===== config.mk =====
export PLATFORM = sky130hd
export DESIGN_NAME = register_unit
export DESIGN_NICKNAME = d
export VERILOG_FILES = /design/src/rtl/register_unit.sv
export SDC_FILE = /design/constraint.sdc
export NUM_CORES = 2
export LEC_CHECK = 0
export CELL_PAD_IN_SITES_DETAIL_PLACEMENT = 1
export CELL_PAD_IN_SITES_GLOBAL_PLACEMENT = 1
export CORE_ASPECT_RATIO = 1.75
export CORE_UTILIZATION = 54
export DETAILED_ROUTE_END_ITERATION = 16
export PLACE_DENSITY_LB_ADDON = 0.12
export SLEW_MARGIN = 15
export SYNTH_ARGS = -nofsm -noshare
export SYNTH_HDL_FRONTEND = slang
export SYNTH_SLANG_ARGS = --single-unit

===== constraint.sdc =====
create_clock -name clk -period 2.98 [get_ports clk]
set_input_delay 0.447 -clock clk [delete_from_list [all_inputs] [get_ports clk]]
set_output_delay 0.447 -clock clk [all_outputs]
set_load 0.005 [all_outputs]

===== src/rtl/register_unit.sv =====
// -----------------------------------------------------------------------------
// register_unit
// Architectural register file for the single-cycle RV32I core (x0..x31).
//
// Ports:
//   clk        - single clock, all state updates on its rising edge
//   rst        - synchronous, active-high reset (x2 <- SP_INIT, others <- 0)
//   rs1, rs2   - combinational read addresses for the execute stage
//   rd         - write address
//   ru_wr      - write enable
//   ru_wrdata  - write data from the write-back mux
//   ru_rs1     - contents of register rs1
//   ru_rs2     - contents of register rs2
//   dbg_addr   - debug read address
//   dbg_data   - contents of register dbg_addr
//
// Parameters:
//   SP_INIT    - reset value of x2 (stack pointer)
//   BYPASS     - when 1, a read of the register being written this cycle
//                returns ru_wrdata instead of the stored value
// -----------------------------------------------------------------------------
module register_unit #(
  parameter logic [31:0] SP_INIT = 32'h0000_03FC,
  parameter bit          BYPASS  = 1'b0
) (
  input  logic               clk,
  input  logic               rst,
  input  logic [4:0]         rs1,
  input  logic [4:0]         rs2,
  input  logic [4:0]         rd,
  input  logic               ru_wr,
  input  logic signed [31:0] ru_wrdata,
  output logic signed [31:0] ru_rs1,
  output logic signed [31:0] ru_rs2,
  input  logic [4:0]         dbg_addr,
  output logic signed [31:0] dbg_data
);

  // Only x1..x31 have storage; x0 is hard-wired to zero on the read side.
  logic [31:0] r_regs [1:31];

  // Full 32-entry read view with x0 forced to zero, so each read port is a
  // plain index without a special case for address 0.
  logic [31:0] w_view [0:31];

  // A write is only real when enabled and not aimed at x0.
  logic w_wrValid;

  assign w_wrValid = ru_wr && (rd != 5'd0);

  // Storage update: reset wins over a simultaneous write, so the write is
  // simply not considered when rst is high.
  always_ff @(posedge clk) begin
    if (rst) begin
      for (int i = 1; i < 32; i++) begin
        r_regs[i] <= (i == 2) ? SP_INIT : 32'h0000_0000;
      end
    end else if (w_wrValid) begin
      r_regs[rd] <= ru_wrdata;
    end
  end

  always_comb begin
    w_view[0] = 32'h0000_0000;
    for (int i = 1; i < 32; i++) begin
      w_view[i] = r_regs[i];
    end
  end

  // Read ports. With BYPASS the in-flight write data is forwarded to any
  // port addressing the write target; x0 is never forwarded because
  // w_wrValid excludes rd == 0.
  always_comb begin
    ru_rs1 = w_view[rs1];
    if (BYPASS && w_wrValid && (rd == rs1)) begin
      ru_rs1 = ru_wrdata;
    end
  end

  always_comb begin
    ru_rs2 = w_view[rs2];
    if (BYPASS && w_wrValid && (rd == rs2)) begin
      ru_rs2 = ru_wrdata;
    end
  end

  always_comb begin
    dbg_data = w_view[dbg_addr];
    if (BYPASS && w_wrValid && (rd == dbg_addr)) begin
      dbg_data = ru_wrdata;
    end
  end

endmodule


==> run summary <==
Biggest regs: r_regs: 992 flops
Clock slew at reported path FFs: 0.06 ns
Post-DRT Antenna Nets: 0
Detailed Place HPWL: 164000 um
Final Non-Filler Cells: 6322
Synth cell types: 28
Total die area: 115000 sq um
TNS Setup: -3.24 ns
Largest net degree at the start of global routing: 65
Vias per cell: 7.42
Worst setup SP type: flop
Total core area: 113000 sq um
Final WS setup: -0.207 ns
Row cnt: 163
Die Span Y: 448 um
Pleak: 0.0272 uW
Final Cycle Share: 1.07
Final hold slack: 0.419 ns
Total power: 36800 uW
Highest clock rate: 0.314 GHz
HP Class: in2reg
Final setup fails: 47
Switching power: 10400 uW
Max Slew Vio Count: 0
Tmin final: 3.19 ns
DP Cell Count: 6062
Multi-input gate area: 31200 sq um
CTS hold repair buffers: 0
H-tree depth: 3
Slew headroom: 0.181
I/O pins: 151
Synth Area in Compound Gates: 0.0821
Sequential power share: 0.456
Yosys top cell by area: edfxtp_1
Internal Dissipation: 26400 uW
Clk pwr share: 0.342
Num CTS Buffers: 96
Peak supply drop: 0.582 mV
Vias in the first global route: 49700
Crit Path Max Fanout: 2
Initial antenna violation count: 14
Hold Vio Cnt, Final: 0
Post-Syn Instances: 4319
Largest family of logic cells by synthesized area: multiplexers
Post-route DRC: 0
RSZ-0062 raised after global routing: yes
WL final: 251000 um
Hold depth: 2
Worst EP required: 2.53 ns
Failing checks: negative setup slack
Layout cells sized above 1: 0.386
Root Buffer: clkbuf_16
Clock buffer depth: 3
IO buf count: 150
Synth Area in XOR/XNOR: 0
Synth warn: 0
Vias: 46900
Gr usage total: 0.434
Num Clock Sinks: 992
Storage cell area: 29800 sq um
Top post-synthesis cells by area: edfxtp_1 49%, mux4_2 21%, and2_1 11%, mux2i_1 4.7%, a22o_1 4.1%
Largest Register: r_regs
Adder-cell share of the synthesized area: 0
CP Capture Type: output port
Tightest Pin Transition: 1.22 ns
Switching share of power: 0.282
Synth Cell Area: 61400 sq um
Logic pwr share: 0.202
Simple-gate share of the synthesized area: 0.120
Gpl congestion: 0.957
Post-Syn Area per Cell: 14.2 sq um
Crit Path Class: reg2out
PD cells: 492 nW/um^2
Max reg flops: 992
DR iter-0 viols: 5760
Gr ovfl total: 0
DR WL/cell: 39.7 um
Fraction of synthesized area in multiplexers: 0.276
Status: finished, violations left
Synthesis-to-finish area growth: 21.7%
Synth top area share: 0.485
Sequential fraction of the synthesis area: 0.485
DRT Pass-1 Iters: 7
Arr. time, crit path: 2.74 ns
Die width: 257 um
Flops & latches, synth: 992
CTS tree: yes
Layout Nets: 4807
Max Cap Viol: 0
Fillers: 10000
Finished Core Util: 0.662
Post-Syn Nets: 4374
First-pass GRT wire length: 352000 um
Initial Util: 0.544
==> path summary, 6_finish.rpt <==
kind	start	endpoint	slack (ns)
worst min-delay path	ru_wrdata[14]	r_regs[21][14]$_SDFFCE_PN0P_	0.42
worst max-delay path	r_regs[21][14]$_SDFFCE_PN0P_	dbg_data[14]	-0.21
==> repair_timing <==
action | CTS | global route
buffers inserted | 78 | 22
gates cloned | 1 | 1
resized for setup | 534 | 124
endpoints found under the hold margin | 0 | 0
pin swaps | 164 | 87
setup endpoints to repair | 96 | 82
==> Yosys cell counts, drive strengths merged <==
library cell  instances
nand3                 1
nand4bb               2
o22ai                96
a211oi               96
mux2i               290
clkbuf              359
nand3b                3
or4b                  1
or3b                  2
edfxtp              992
mux4                576
o21ai                96
buf                 148
nor2b                 9
nand4b                1
and2               1083
or2                  31
or3                   9
a22o                287
nand2b                3
nand2                 5
nor2                 35
o31ai                96
mux2                 95
inv                   3
==> critical path, stage by stage (launching register included) <==
cell	delay (ns)
edfxtp_1	0.51
buf_6	0.18
mux4_2	0.47
a22o_1	0.23
o21ai_2	0.22
buf_6	0.16
o31ai_4	0.08
buf_2	0.14
==> per-layer routing <==
metal | up-vias | GRT usage | routed length (um)
met1 | 24000 | 0.499 | 80600
met2 | 3833 | 0.729 | 123000
li1 | 17900 | - | -
met5 | - | 0 | 69
met3 | 1181 | 0.0932 | 27800
met4 | 10 | 0.293 | 19800
==> stage by stage <==
stage	cell area (sq um)	setup WS, ns
after floorplan	61400	0.551
after global placement	69600	-0.419
after detailed placement	69600	-0.473
after CTS	74100	-0.144
after global routing	74700	-0.158
final	74700	-0.207
==> cell usage in the layout (no fill, tap or decap), types with 35 or more instances in the layout <==
cell type and n:
a211oi_1 92, a22o_1 252, a22o_4 35, and2_1 1072, buf_12 175, buf_2 67
buf_4 477, buf_6 45, clkbuf_16 98, clkdlybuf4s50_1 38, edfxtp_1 992, mux2_2 95
mux2i_1 289, mux4_2 576, o22ai_1 96, o31ai_4 38
==> power by group through the flow <==
| stage | sequential, uW | clock [uW] | combinational (uW) |
|---|---|---|---|
| after global routing | 16800 | 13000 | 7550 |
| after floorplan | 16700 | 0 | 3630 |
| after detailed placement | 17000 | 0 | 6790 |
| after CTS | 16700 | 12500 | 7070 |
| after global placement | 16900 | 0 | 6660 |
| final | 16800 | 12600 | 7410 |
==> cells by family (layout without fill, tap and decap cells) <==
logic type | Yosys count | count (layout)
buf+inv | 510 | 1021
mux | 961 | 961
simple gates | 1185 | 1185
flops | 992 | 992
other cells | 0 | 7
compound gates | 671 | 671
==> final cells by class <==
type,instances,share of cell area
antenna,7,0.000235
clock buffer,113,0.0333
clock inverter,63,0.00779
inverter,3,0.000151
multi-input combinational,2817,0.417
sequential,992,0.399
tap,1485,0.0249
timing repair buffer,842,0.117
Note: power is estimated with default switching activity, not from simulation.
